--- config.mk ---
export PLATFORM = sky130hd
export DESIGN_NAME = pos_mem_arbiter
export DESIGN_NICKNAME = d
export VERILOG_FILES = /design/src/rtl/pos_mem_arbiter.sv
export SDC_FILE = /design/constraint.sdc
export NUM_CORES = 1
export LEC_CHECK = 0
export ABC_AREA = 1
export CAP_MARGIN = 20
export CORE_MARGIN = 2
export CORE_UTILIZATION = 36
export CTS_BUF_LIST = sky130_fd_sc_hd__clkbuf_4 sky130_fd_sc_hd__clkbuf_8
export CTS_CLUSTER_SIZE = 10
export DETAILED_ROUTE_END_ITERATION = 10
export GPL_TIMING_DRIVEN = 0
export HOLD_SLACK_MARGIN = 0.08
export PLACE_DENSITY_LB_ADDON = 0.25
export RECOVER_POWER = 25
export REMOVE_ABC_BUFFERS = 1
export SETUP_SLACK_MARGIN = 0.5
export SYNTH_ARGS = -nofsm -noshare
export SYNTH_HDL_FRONTEND = slang
export SYNTH_SLANG_ARGS = --single-unit
--- constraint.sdc ---
create_clock -name clock -period 1.7 [get_ports clock]
set_clock_uncertainty 0.05 [all_clocks]
set_input_delay 0.34 -clock clock [delete_from_list [all_inputs] [get_ports clock]]
set_output_delay 0.34 -clock clock [all_outputs]
set_load 0.05 [all_outputs]
--- src/rtl/pos_mem_arbiter.sv ---
// Shares one single-port position RAM between a writer and two readers: one grant per cycle, registered RAM command,
// read data tagged with the reader id RD_LATENCY+1 cycles after grant; requesters hold until granted (no buffering here).
module pos_mem_arbiter #(
  parameter int DEPTH        = 512,
  parameter int ADDR_WIDTH   = 9,
  parameter int RD_LATENCY   = 2,
  parameter int MAX_WR_BURST = 4
) (
  input  logic                  clock,
  input  logic                  rst,
  input  logic                  wr_req,
  input  logic [ADDR_WIDTH-1:0] wr_addr,
  input  logic [31:0]           wr_data,
  output logic                  wr_gnt,
  input  logic                  rd0_req,
  input  logic [ADDR_WIDTH-1:0] rd0_addr,
  input  logic                  rd1_req,
  input  logic [ADDR_WIDTH-1:0] rd1_addr,
  output logic                  rd0_gnt,
  output logic                  rd1_gnt,
  output logic                  rd_valid,
  output logic                  rd_id,
  output logic [31:0]           rd_data,
  output logic [ADDR_WIDTH-1:0] mem_address,
  output logic [31:0]           mem_data,
  output logic                  mem_rden,
  output logic                  mem_wren,
  input  logic [31:0]           mem_q
);

  localparam int BW = $clog2(MAX_WR_BURST + 1);
  localparam logic [BW-1:0] LP_MAX = BW'(MAX_WR_BURST);

  if (DEPTH != (1 << ADDR_WIDTH)) begin : g_depth_check
    $error("pos_mem_arbiter: DEPTH must equal 2**ADDR_WIDTH");
  end

  logic                  r_rr_ptr;
  logic [BW-1:0]         r_wr_burst;
  logic [ADDR_WIDTH-1:0] r_mem_address;
  logic [31:0]           r_mem_data;
  logic                  r_mem_rden;
  logic                  r_mem_wren;
  logic [RD_LATENCY:0]   r_tag_vld;
  logic [RD_LATENCY:0]   r_tag_id;

  logic w_any_rd;
  logic w_contested;
  logic w_wr_win;
  logic w_rd_win;
  logic w_rd_id;

  // The writer yields only once it has used up its burst allowance against a waiting reader.
  always_comb begin
    w_any_rd    = rd0_req | rd1_req;
    w_contested = rd0_req & rd1_req;
    w_wr_win    = !rst && wr_req && !((r_wr_burst == LP_MAX) && w_any_rd);
    w_rd_win    = !rst && !w_wr_win && w_any_rd;
    w_rd_id     = w_contested ? r_rr_ptr : rd1_req;
  end

  always_ff @(posedge clock) begin
    if (rst) begin
      r_rr_ptr      <= 1'b0;
      r_wr_burst    <= '0;
      r_mem_address <= '0;
      r_mem_data    <= '0;
      r_mem_rden    <= 1'b0;
      r_mem_wren    <= 1'b0;
      r_tag_vld     <= '0;
      r_tag_id      <= '0;
    end else begin
      if (w_rd_win && w_contested) begin
        r_rr_ptr <= ~r_rr_ptr;
      end

      if (w_rd_win || !w_any_rd) begin
        r_wr_burst <= '0;
      end else if (w_wr_win && (r_wr_burst != LP_MAX)) begin
        r_wr_burst <= r_wr_burst + BW'(1);
      end

      r_mem_wren <= w_wr_win;
      r_mem_rden <= w_rd_win;
      if (w_wr_win) begin
        r_mem_address <= wr_addr;
        r_mem_data    <= wr_data;
      end else if (w_rd_win) begin
        r_mem_address <= w_rd_id ? rd1_addr : rd0_addr;
      end

      // Tags ride alongside the RAM access so the id lines up with mem_q.
      r_tag_vld <= {r_tag_vld[RD_LATENCY-1:0], w_rd_win};
      r_tag_id  <= {r_tag_id[RD_LATENCY-1:0], w_rd_id};
    end
  end

  assign wr_gnt      = w_wr_win;
  assign rd0_gnt     = w_rd_win & ~w_rd_id;
  assign rd1_gnt     = w_rd_win & w_rd_id;
  assign rd_valid    = r_tag_vld[RD_LATENCY];
  assign rd_id       = r_tag_id[RD_LATENCY];
  assign rd_data     = mem_q;
  assign mem_address = r_mem_address;
  assign mem_data    = r_mem_data;
  assign mem_rden    = r_mem_rden;
  assign mem_wren    = r_mem_wren;

endmodule
==> results <==
- Prior to clock tree synthesis, the placed netlist has a worst setup slack of -1.844 ns.
- The number of antenna violations at the first check in global routing is 0.
- The number of filler cells placed in the layout is 535.
- The worst hold path begins at rst.
- The global-route total usage across every layer is 22.42%.
- Buffers placed on the I/O ports in this run total 111.
- The largest vdd supply drop is 0.4163 mV.
- The leakage power is 2.240 nW.
- The clock passes through at most 2 buffers.
- After layout, the worst setup slack is -0.1543 ns.
- Among all stages on the critical path, the largest delay is contributed by dfxtp_2.
- The max-slew violation count is 0.
- The post-synthesis area per instance is 7.103 µm².
- The overall overflow remaining after global route is 0.
- The count of antenna-violating nets left after detailed routing is 0.
- By count the netlist is led by nand2_1, nand3_1, dfxtp_1.
- The floorplan step defined a core boundary enclosing 6756 µm².
- The tightest hold margin is 0.3254 ns.
- From left edge to right edge, the die measures 87.10 µm.
- For this design the ratio of total power to cell area is 700.7 nW/µm².
- By instance count, the leading cell after synthesis is nand2_1.
- The origin of the critical flop-to-flop path is r_wr_burst[1].
- Entering global routing, the biggest net connects 34 pins.
- The HPWL after detailed placement is 4.863 mm.
- The detailed-route vias per instance is 4.750.
- TritonCTS created 5 clock buffers.
- The first detailed-routing pass ran for 4 iterations.
- Of the synthesized area, sequential elements account for 41.87%.
- Relative to the synthesized area, the layout overhead comes to 87.42%.
- The violation count after the first detailed-routing iteration is 53.
- The root buffer cell chosen for the clock tree is clkbuf_8.
- For this block, the via count after detailed routing is 2660.
- Synthesis produced 350 cells.
- Setup repair after global routing could not meet its margin everywhere.
- The clock transition time at the flip-flop clock pins of the worst setup and hold paths is 0.09 ns.
- The initial utilization of the core area, before any placement, comes to 36.80%.
- The die height is 87.10 µm.
- The top-level I/O count is 176.
- The worst stage delay on the critical path is 0.33 ns.
- The most used flip-flop cell after synthesis is dfxtp_1.
- For this run, the number of Yosys warnings is 0.
- The insertion delay of the later-clocked pin in the worst-skew pair is 0.30 ns.
- In the routed design, unresolved DRC markers number 0.
- The min-delay analysis places its worst path in the category input port to flop.
- The worst hold path passes through 2 cells.
- After detailed placement, the total cell area comes to 3371 µm².
- The die covers 7586 µm².
- The endpoint of the worst-slack reg-to-reg timing path is mem_address[3].
- The share of the cycle needed by the critical path after routing is 109.1%.
- For flop-to-flop paths, the worst setup slack is -0.15 ns.
- TritonCTS built the clock tree.
- The layout net count is 577.
- The share of synthesized area in the top cell type comes to 41.87%.
- The signal on the critical path passes through inv_2 -> ha_4 -> nand2_4 -> inv_2 -> nand2_4 -> nand2_8 -> nand3_4 -> a21oi_2 -> buf_6.
- The checks that failed: negative setup slack.
- The kind of end point of the critical path is a primary output.
- Counting every sink on the clock net gives 52.
- The H-tree depth is 2.
- Setup violations remaining at the end of the flow were counted as 42.
- The run finished, with violations left.
- The fraction of layout cells with a size suffix above 1 is 45.42%.
- STA puts the critical path data arrival time at 1.46 ns.
- The kind of critical path is flop to primary output.
- Derived from the worst setup path, the maximum achievable clock frequency is 539.3 MHz.
- After clock tree synthesis, the flow added hold-fix buffers numbering 0.
- For this run, asynchronously set or reset flops after synthesis account for 0%.
- The overall routed net length is 9.033 mm.
- After layout, the minimum clock period comes to 1.854 ns.
- The antenna diode count is 0.
- The required time of the critical path is 1.31 ns.
- The number of max-cap violations is 0.
- The synthesized netlist contains 19 unique library cells.
- The headroom to the max-slew limit is 51.53%.
- By area the synthesized netlist is led by dfxtp_1, nand2_1, nand3_1.
- The synthesized design contains 0 enable-type register cells.
- Of all nets on the critical path, the largest fanout is 4.
- The final core utilization is 68.96%.
- The kind of cell with the highest combined delay along the critical path is flip-flops.
- After synthesis the netlist holds a flip-flop and latch count of 52.
- The worst min-delay path endpoint is r_tag_vld[1].
- The routed wirelength normalized by instance count is 16.13 µm.
- The wire length of the first global-routing pass is 12.79 mm.
- Row generation in the floorplan step produced 30 rows.
- The worst setup path is launched from a flop.
- Summed over all instances, the cell type with the most area after synthesis is dfxtp_1.
- The worst path buffer plus inverter count is 3.
- The number of global-route vias before repair was 2419.
- The slew at the pin with the worst max-slew slack is 0.7270 ns.
- The area of all placed cells without fillers is 4659 µm².
- The number of failing hold endpoints at the final stage is 0.
- The routability congestion estimate from global placement is 0.7247.
- Summing internal, switching and leakage power gives 3.265 mW.
- The count of cells along the worst register-to-register path is 15.
- In this run the cell area of the synthesized design comes to 2486 µm².
==> placed cells by master, fill, tap and decap left out, drive strengths merged <==
master         count
a21oi              2
buf              101
bufinv             1
clkbuf             7
clkdlybuf4s50     59
clkinv             1
clkinvlp           1
dfxtp             52
dlygate4sd2        2
ha                 2
inv               45
nand2            114
nand3             62
nor2              29
o31ai              1
xnor2              1
==> cell type report <==
type	count	area [µm²]	share of cell area (%)
clock inverters	1	7.507	0.1611
inverters	44	217.7	4.672
multi-input cells	211	1274	27.34
flip-flops and latches	52	1099	23.58
well taps	80	100.1	2.148
clock buffers	7	90.09	1.933
repair buffers	162	1841	39.50
repair inverters	3	31.28	0.6713
==> layer usage <==
layer / global-route usage, % / up-vias / wire (µm)
li1: - / 1298 / -
met1: 26.75 / 1218 / 3653
met2: 34.98 / 138 / 4223
met3: 13.18 / 6 / 1086
met4: 4.196 / 0 / 70
met5: 3.497 / - / 0
==> state kept, by name, indices dropped and copies added, names as in the netlist <==
register	flops
mem_data	32
mem_address	9
r_rr_ptr	1
r_tag_vld	3
mem_wren	1
r_wr_burst	3
r_tag_id	3
==> how the worst max path moves through the flow <==
stage	cells after the start	slack [ns]	startpoint	to
after floorplan	8	-0.51	r_wr_burst[0]	rd0_gnt
after detailed placement	7	-1.84	rd1_req	wr_gnt
after global placement	7	-1.87	rd1_req	wr_gnt
after CTS	9	-0.21	r_wr_burst[1]	rd0_gnt
final	9	-0.15	r_wr_burst[1]	rd0_gnt
after global routing	9	-0.25	r_wr_burst[1]	rd0_gnt
==> power breakdown <==
part           internal [mW]  switching, mW  leakage, nW
Clock                  0.348          0.413       0.0479
Combinational          0.527          0.587         1.75
Sequential              1.32         0.0716        0.445
==> logic make-up (layout without fill, tap and decap cells) <==
| kind of cell | count (synthesis) | count (layout) | share of synthesized area, % |
|---|---|---|---|
| and+or+nand+nor | 199 | 205 | 35.73 |
| buffers and inverters | 93 | 217 | 19.78 |
| DFF | 52 | 52 | 41.87 |
| AOI/OAI and AO/OA | 3 | 3 | 1.258 |
| adders and majority gates | 2 | 2 | 1.006 |
| xor gates and xnor gates | 1 | 1 | 0.3524 |
==> stage by stage <==
stage / std cells / setup TNS [ns]
after floorplan: 301 / -1.459
after global placement: 492 / -40.72
after detailed placement: 492 / -40.09
after CTS: 542 / -0.8278
after global routing: 560 / -8.264
final: 560 / -4.291
==> what timing repair did <==
action / in CTS / in global routing
setup endpoints to repair: 96 / 93
gates resized for setup: 493 / 26
pin swaps: 26 / 30
setup buffers: 35 / 16
gates cloned: 7 / 2
Power figures use the tool's default switching activity.
